File: config.mk
export PLATFORM = sky130hd
export DESIGN_NAME = msg_block_assembler_flat
export DESIGN_NICKNAME = d
export VERILOG_FILES = /design/src/rtl/msg_block_assembler_pkg.sv /design/src/rtl/msg_block_assembler_if.sv /design/src/rtl/msg_block_assembler_byte_lane_buffer.sv /design/src/rtl/msg_block_assembler.sv /design/src/flat_wrapper.sv
export SDC_FILE = /design/constraint.sdc
export NUM_CORES = 2
export LEC_CHECK = 0
export ABC_AREA = 1
export CELL_PAD_IN_SITES_DETAIL_PLACEMENT = 1
export CELL_PAD_IN_SITES_GLOBAL_PLACEMENT = 2
export CORE_ASPECT_RATIO = 2
export CORE_MARGIN = 2
export CORE_UTILIZATION = 24
export CTS_CLUSTER_DIAMETER = 40
export CTS_CLUSTER_SIZE = 40
export DETAILED_ROUTE_END_ITERATION = 12
export PLACE_DENSITY = 0.8
export SYNTH_ARGS = -nofsm -noshare
export SYNTH_HDL_FRONTEND = slang
export SYNTH_HIERARCHICAL = 1
export SYNTH_SLANG_ARGS = --single-unit
File: constraint.sdc
create_clock -name clk -period 2.7 [get_ports clk]
set_input_delay 0.405 -clock clk [delete_from_list [all_inputs] [get_ports clk]]
set_output_delay 0.405 -clock clk [all_outputs]
set_load 0.02 [all_outputs]
File: src/rtl/msg_block_assembler_pkg.sv
// Shared constants and FSM encoding for the message block assembler.
// Latency: n/a (types and constants only).
// Backpressure: n/a.
package msg_block_assembler_pkg;
  localparam int BLOCK_BYTES = 64;
  localparam int WORD_W      = 32;
  localparam int WORDS       = 16;
  localparam int IDX_W       = 6;
  localparam int T_W         = 64;
  localparam int BLOCK_W     = BLOCK_BYTES * 8;

  typedef enum logic {
    FILL = 1'b0,
    FULL = 1'b1
  } state_t;
endpackage

File: src/rtl/msg_block_assembler_if.sv
// Byte-in / block-out bundle between the I/O front end, assembler and compression core.
// Latency: n/a (wires only).
// Backpressure: block_ready_i from the core stalls the block; ready_v_o tells the front end to hold bytes.
interface msg_block_assembler_if;
  import msg_block_assembler_pkg::*;

  logic               data_v_i;
  logic [7:0]         data_i;
  logic [IDX_W-1:0]   data_idx_i;
  logic               block_first_i;
  logic               block_last_i;
  logic [T_W-1:0]     ll_i;
  logic               block_ready_i;
  logic               block_v_o;
  logic [BLOCK_W-1:0] m_o;
  logic [T_W-1:0]     t_o;
  logic               first_o;
  logic               last_o;
  logic               ready_v_o;
  logic               overflow_o;

  // Upstream side: front end plus compression core.
  modport master (
    output data_v_i, data_i, data_idx_i, block_first_i, block_last_i, ll_i, block_ready_i,
    input  block_v_o, m_o, t_o, first_o, last_o, ready_v_o, overflow_o
  );

  // Assembler side.
  modport slave (
    input  data_v_i, data_i, data_idx_i, block_first_i, block_last_i, ll_i, block_ready_i,
    output block_v_o, m_o, t_o, first_o, last_o, ready_v_o, overflow_o
  );
endinterface

File: src/rtl/msg_block_assembler_byte_lane_buffer.sv
// Byte-lane register array: one indexed byte write per cycle, synchronous clear, flat read.
// Latency: write visible on the flat output the cycle after it is presented.
// Backpressure: none; clear has priority over write.
module byte_lane_buffer #(
  parameter int NBYTES = 64,
  parameter int IDX_W  = 6
) (
  input  logic              clk,
  input  logic              nreset,
  input  logic              clr,
  input  logic              we,
  input  logic [IDX_W-1:0]  idx,
  input  logic [7:0]        dat,
  output logic [NBYTES*8-1:0] flat_o
);
  logic [7:0] lane_q [NBYTES];
  logic [7:0] lane_d [NBYTES];

  // Next lane contents: a clear wipes every lane, otherwise one lane may take a byte.
  always_comb begin
    lane_d = lane_q;
    if (clr) begin
      for (int i = 0; i < NBYTES; i++) lane_d[i] = 8'h00;
    end else if (we) begin
      lane_d[idx] = dat;
    end
  end

  // Lane registers with synchronous reset.
  always_ff @(posedge clk) begin
    if (!nreset) begin
      for (int i = 0; i < NBYTES; i++) lane_q[i] <= 8'h00;
    end else begin
      lane_q <= lane_d;
    end
  end

  for (genvar g = 0; g < NBYTES; g++) begin : g_flat
    assign flat_o[g*8 +: 8] = lane_q[g];
  end
endmodule

File: src/rtl/msg_block_assembler.sv
// Collects message bytes into 64-byte blocks with offset counter and first/last flags.
// Latency: completing byte at cycle N -> block_v_o at N+1; accepted hand-off reopens FILL at N+2.
// Backpressure: block held while block_ready_i low; bytes arriving then are dropped and flagged.
module msg_block_assembler #(
  parameter int BLOCK_BYTES = msg_block_assembler_pkg::BLOCK_BYTES,
  parameter int WORD_W      = msg_block_assembler_pkg::WORD_W
) (
  input  logic clk,
  input  logic nreset,
  msg_block_assembler_if.slave bus
);
  import msg_block_assembler_pkg::*;

  localparam int NWORDS = (BLOCK_BYTES * 8) / WORD_W;
  localparam logic [IDX_W-1:0] LAST_IDX = IDX_W'(BLOCK_BYTES - 1);

  state_t           state_q, state_d;
  logic [T_W-1:0]   rcv_cnt_q, rcv_cnt_d;
  logic [T_W-1:0]   t_q, t_d;
  logic             first_q, first_d;
  logic             last_q, last_d;
  logic             overflow_q, overflow_d;
  logic [T_W-1:0]   cnt_inc;
  logic             buf_we;
  logic             buf_clr;
  logic [BLOCK_W-1:0] flat;
  logic [BLOCK_W-1:0] m_w;

  // Next-state and block capture: FILL takes bytes, FULL waits for the core to accept.
  always_comb begin
    state_d    = state_q;
    rcv_cnt_d  = rcv_cnt_q;
    t_d        = t_q;
    first_d    = first_q;
    last_d     = last_q;
    overflow_d = overflow_q | (bus.data_v_i & (state_q == FULL));
    buf_we     = 1'b0;
    buf_clr    = 1'b0;
    cnt_inc    = rcv_cnt_q + T_W'(1);
    case (state_q)
      FILL: begin
        if (bus.data_v_i) begin
          buf_we    = 1'b1;
          rcv_cnt_d = cnt_inc;
          // A block closes on its top lane, or on the final byte of the message.
          if ((bus.data_idx_i == LAST_IDX) || (bus.block_last_i && (cnt_inc == bus.ll_i))) begin
            state_d = FULL;
            first_d = bus.block_first_i;
            last_d  = bus.block_last_i;
            t_d     = bus.block_last_i ? bus.ll_i : cnt_inc;
          end
        end
      end
      FULL: begin
        if (bus.block_ready_i) begin
          buf_clr = 1'b1;
          state_d = FILL;
          if (last_q) rcv_cnt_d = '0;
        end
      end
      default: state_d = FILL;
    endcase
  end

  // State and block metadata registers with synchronous reset.
  always_ff @(posedge clk) begin
    if (!nreset) begin
      state_q    <= FILL;
      rcv_cnt_q  <= '0;
      t_q        <= '0;
      first_q    <= 1'b0;
      last_q     <= 1'b0;
      overflow_q <= 1'b0;
    end else begin
      state_q    <= state_d;
      rcv_cnt_q  <= rcv_cnt_d;
      t_q        <= t_d;
      first_q    <= first_d;
      last_q     <= last_d;
      overflow_q <= overflow_d;
    end
  end

  byte_lane_buffer #(
    .NBYTES (BLOCK_BYTES),
    .IDX_W  (IDX_W)
  ) u_buf (
    .clk    (clk),
    .nreset (nreset),
    .clr    (buf_clr),
    .we     (buf_we),
    .idx    (bus.data_idx_i),
    .dat    (bus.data_i),
    .flat_o (flat)
  );

  // Word view of the buffer: m[i] occupies bits [WORD_W*i +: WORD_W], bytes little-endian.
  for (genvar w = 0; w < NWORDS; w++) begin : g_word
    assign m_w[w*WORD_W +: WORD_W] = flat[w*WORD_W +: WORD_W];
  end

  assign bus.m_o        = m_w;
  assign bus.block_v_o  = (state_q == FULL);
  assign bus.ready_v_o  = (state_q == FILL);
  assign bus.t_o        = t_q;
  assign bus.first_o    = first_q;
  assign bus.last_o     = last_q;
  assign bus.overflow_o = overflow_q;
endmodule

File: src/flat_wrapper.sv
// flat-port wrapper written by rule: the top's interface ports become plain ports
module msg_block_assembler_flat import msg_block_assembler_pkg::*;
#(
  parameter int BLOCK_BYTES = msg_block_assembler_pkg::BLOCK_BYTES,
  parameter int WORD_W      = msg_block_assembler_pkg::WORD_W
)
  (clk, nreset, bus_data_v_i, bus_data_i, bus_data_idx_i, bus_block_first_i, bus_block_last_i, bus_ll_i, bus_block_ready_i, bus_block_v_o, bus_m_o, bus_t_o, bus_first_o, bus_last_o, bus_ready_v_o, bus_overflow_o);
  msg_block_assembler_if bus_i ();
  input  logic clk;
  input  logic nreset;
  input wire logic [$bits(bus_i.data_v_i)-1:0] bus_data_v_i;
  input wire logic [$bits(bus_i.data_i)-1:0] bus_data_i;
  input wire logic [$bits(bus_i.data_idx_i)-1:0] bus_data_idx_i;
  input wire logic [$bits(bus_i.block_first_i)-1:0] bus_block_first_i;
  input wire logic [$bits(bus_i.block_last_i)-1:0] bus_block_last_i;
  input wire logic [$bits(bus_i.ll_i)-1:0] bus_ll_i;
  input wire logic [$bits(bus_i.block_ready_i)-1:0] bus_block_ready_i;
  output wire logic [$bits(bus_i.block_v_o)-1:0] bus_block_v_o;
  output wire logic [$bits(bus_i.m_o)-1:0] bus_m_o;
  output wire logic [$bits(bus_i.t_o)-1:0] bus_t_o;
  output wire logic [$bits(bus_i.first_o)-1:0] bus_first_o;
  output wire logic [$bits(bus_i.last_o)-1:0] bus_last_o;
  output wire logic [$bits(bus_i.ready_v_o)-1:0] bus_ready_v_o;
  output wire logic [$bits(bus_i.overflow_o)-1:0] bus_overflow_o;
  assign bus_i.data_v_i = bus_data_v_i;
  assign bus_i.data_i = bus_data_i;
  assign bus_i.data_idx_i = bus_data_idx_i;
  assign bus_i.block_first_i = bus_block_first_i;
  assign bus_i.block_last_i = bus_block_last_i;
  assign bus_i.ll_i = bus_ll_i;
  assign bus_i.block_ready_i = bus_block_ready_i;
  assign bus_block_v_o = bus_i.block_v_o;
  assign bus_m_o = bus_i.m_o;
  assign bus_t_o = bus_i.t_o;
  assign bus_first_o = bus_i.first_o;
  assign bus_last_o = bus_i.last_o;
  assign bus_ready_v_o = bus_i.ready_v_o;
  assign bus_overflow_o = bus_i.overflow_o;
  msg_block_assembler #(.BLOCK_BYTES(BLOCK_BYTES), .WORD_W(WORD_W)) u_core (.clk(clk), .nreset(nreset), .bus(bus_i));
endmodule
==> results.md <==
- Status: finished with violations
- Failing checks: setup timing
- Crit path max fanout: 8
- Biggest area consumer among synthesized cells: dfxtp_1
- Root Driver: clkbuf_16
- Max-Cap Viols: 0
- Sw frac: 28.3%
- Setup crit end kind: register
- CTS tree: built
- Number of synthesized flops with an enable pin: 0
- Rows: 183
- Final WS setup: -0.417 ns
- Multi-input logic area: 0.0159 mm^2
- DRT iter0 DRCs: 1534
- Endpoints failing setup: 67
- Clk_skew: 0.0291 ns
- Initial antenna violation count: 6
- Final hold vios: 0
- Post-Route WL: 144000 um
- Pleak: 18.3 nW
- Worst slack, placed: -0.692 ns
- Slew Viols, Final: 0
- RePlAce Congestion: 0.885
- Wire per inst: 19.9 um
- Comb pwr share: 7.5%
- Synth top area share: 43.1%
- IO Port Bufs: 664
- Die X-Extent: 254 um
- Critical path class: reg -> reg
- Mean Syn Cell Area: 6.55 um^2
- Clk sink count: 644
- Register area: 0.0130 mm^2
- Top cells by area, synth: dfxtp_1, nand2_1, nor2_1
- Crit share post-route: 115%
- First-pass GRT wire length: 213000 um
- Drt drc: 0
- CP Launch Type: register
- Most frequent cells in the layout: nand2_1, nor2_1, clkdlybuf4s50_1
- Vias post-DR: 32800
- Via-to-Cell Ratio: 4.53
- Yosys cell types: 41
- Synth Instances: 4563
- Critical Path AT: 3.69 ns
- CTS H-Tree Depth: 3
- Total track usage: 22.0%
- Deepest clock path buffer count: 3
- F_max: 321 MHz
- Clk pwr share: 51.6%
- Worst-Skew Late Latency: 0.70 ns
- Hold_buf cts: 0
- Final cell count without fillers: 7250
- IO Count: 665
- Die Ht: 503 um
- Mapped cell area: 0.0299 mm^2
- Share of layout cells above drive strength 1: 18.2%
- Syn Nets: 4648
- Layout area overhead: 52.4%
- Nets: 5597
- Commonest non-fill, non-tap cell in the layout: nand2_1
- Worst VDD drop: 0.000495 V
- Die area: 0.128 mm^2
- Placed cell area: 0.0406 mm^2
- Fillers: 15300
- #FFs+latches synth: 644
- Final Critical Period: 3.12 ns
- Pwr per Cell Area: 515 mW/mm^2
- Post-DRT Antenna Nets: 0
- Required time of the critical path: 3.27 ns
- Yosys Warn Count: 6
- Drt first pass iters: 5
- Sequential share of power: 40.9%
- Vias in the first global route: 33800
- CORE AREA: 0.124 mm^2
- Remaining Overflow, GRT: 0
- Post-synth ARST share: 0%
- Worst-Margin Slew: 0.932 ns
- DP HPWL: 102000 um
- Worst-path clk slew: 0.06 ns
- CTS buffer count: 86
- Design area: 0.0455 mm^2
- Cell internal pwr: 0.0168 W
- Slew margin rel.: 37.8%
- Net Switching: 0.00664 W
- Largest net degree at the start of global routing: 78
- Antenna cells: 0
- Post-synthesis sequential area ratio: 43.1%
- Placed insts: 7044
- RSZ-0062 raised after global routing: true
- Initial core utilization: 24.1%
- Main synth FF type: dfxtp_1
- Path category of the worst min-delay check: in -> reg
==> cells by family after synthesis <==
| family | Yosys count | synth area share [%] |
|---|---|---|
| simple gates | 3228 | 44.9 |
| fa+ha+maj | 1 | 0.0419 |
| compound gates | 210 | 3.65 |
| xor+xnor | 18 | 0.867 |
| buf+inv | 462 | 7.35 |
| flops | 644 | 43.1 |
==> per-layer routing <==
metal  share of wire, %  vias to the layer above  global-route usage [%]  wire length [um]
li1                   -                    16000                       -                 -
met3                9.2                      171                    7.30             13200
met4                2.0                       12                    5.47              2920
met5              0.060                        -                       0                87
met1                 46                    15700                    29.6             66900
met2                 42                      975                    33.8             60900
==> state kept, by name (all words and copies together) (netlist names) <==
| signal | count |
|---|---|
| u_core/bus.overflow_o | 1 |
| u_core/bus.last_o | 1 |
| u_core/rcv_cnt_q | 64 |
| u_core/bus.first_o | 1 |
| u_core/bus.block_v_o | 1 |
| u_core/u_buf/flat_o | 512 |
| u_core/bus.t_o | 64 |
==> synth_stat cells, drive strengths merged (4+ instances only) <==
cell and count:
nand4 20, nand3b 35, a21oi 80, xor3 4, o21ai 118, inv 219, nand3 348, dfxtp 644
o21bai 5, clkbuf 75, xor2 10, or2 5, buf 166, nand2 1424, nor2 1389, nor3 4
==> path summary, 6_finish.rpt <==
check	cells past startpoint	slack (ns)	to	startpoint
worst max-delay path	23	-0.42	u_core/bus.t_o[16]$_SDFFE_PN0P_	u_core/rcv_cnt_q[5]$_SDFFE_PN0P_
worst min-delay path	4	0.25	u_core/bus.t_o[44]$_SDFFE_PN0P_	nreset
worst max register to register	23	-0.42	u_core/bus.t_o[16]$_SDFFE_PN0P_	u_core/rcv_cnt_q[5]$_SDFFE_PN0P_
worst min register to register	2	0.47	u_core/u_buf/flat_o[252]$_SDFFE_PP0P_	u_core/u_buf/flat_o[252]$_SDFFE_PP0P_
==> power by group through the flow <==
stage / clock, W / combinational [W] / sequential, W
2_1_floorplan: 0 / 0.000844 / 0.00988
3_3_place_gp: 0 / 0.00169 / 0.00982
3_5_place_dp: 0 / 0.00172 / 0.00982
4_1_cts: 0.0124 / 0.00176 / 0.00960
5_1_grt: 0.0128 / 0.00190 / 0.00960
6_report: 0.0121 / 0.00175 / 0.00960
==> repair_timing <==
action                                 4_1_cts  5_1_grt
setup buffers                               31        4
gates resized for setup                    322       80
setup endpoints to repair                   67       67
cloned                                       9        3
endpoints found under the hold margin        0        0
pin swaps                                   69       37
==> critical path, cell delays in order, from the launching register on <==
cell	delay [ns]
dfxtp_4	0.38
nand2_4	0.08
buf_6	0.13
nor2_4	0.12
nand2_2	0.08
buf_6	0.14
nor2_4	0.12
buf_12	0.15
buf_4	0.11
nand2_1	0.06
nand3_1	0.07
nand3_1	0.11
nor2_2	0.16
nand2_4	0.09
nor2_2	0.08
nand2_1	0.06
nor2_2	0.17
nand3_2	0.15
nand2_4	0.12
nand2_8	0.10
buf_12	0.18
clkbuf_16	0.18
nor2_1	0.10
nor2_1	0.05
==> area by class of cell <==
class                      count  share of cell area [%]
tap                         1665                    4.58
multi-input combinational   3457                    35.0
clock inverter                65                    1.86
inverter                     221                    1.84
timing repair buffer        1102                    23.4
sequential                   644                    28.4
clock buffer                  96                    4.87
==> per-stage QoR <==
stage	hold WS, ns	total power [W]	utilization [%]	setup TNS, ns
3_5_place_dp	0.460	0.0115	32.8	-43.42
3_3_place_gp	0.452	0.0115	32.8	-41.03
4_1_cts	0.206	0.0238	36.5	-16.07
2_1_floorplan	0.471	0.0107	-	0
6_report	0.253	0.0235	36.8	-23.54
5_1_grt	0.261	0.0243	36.8	-34.18
(Power assumes the default switching activity.)
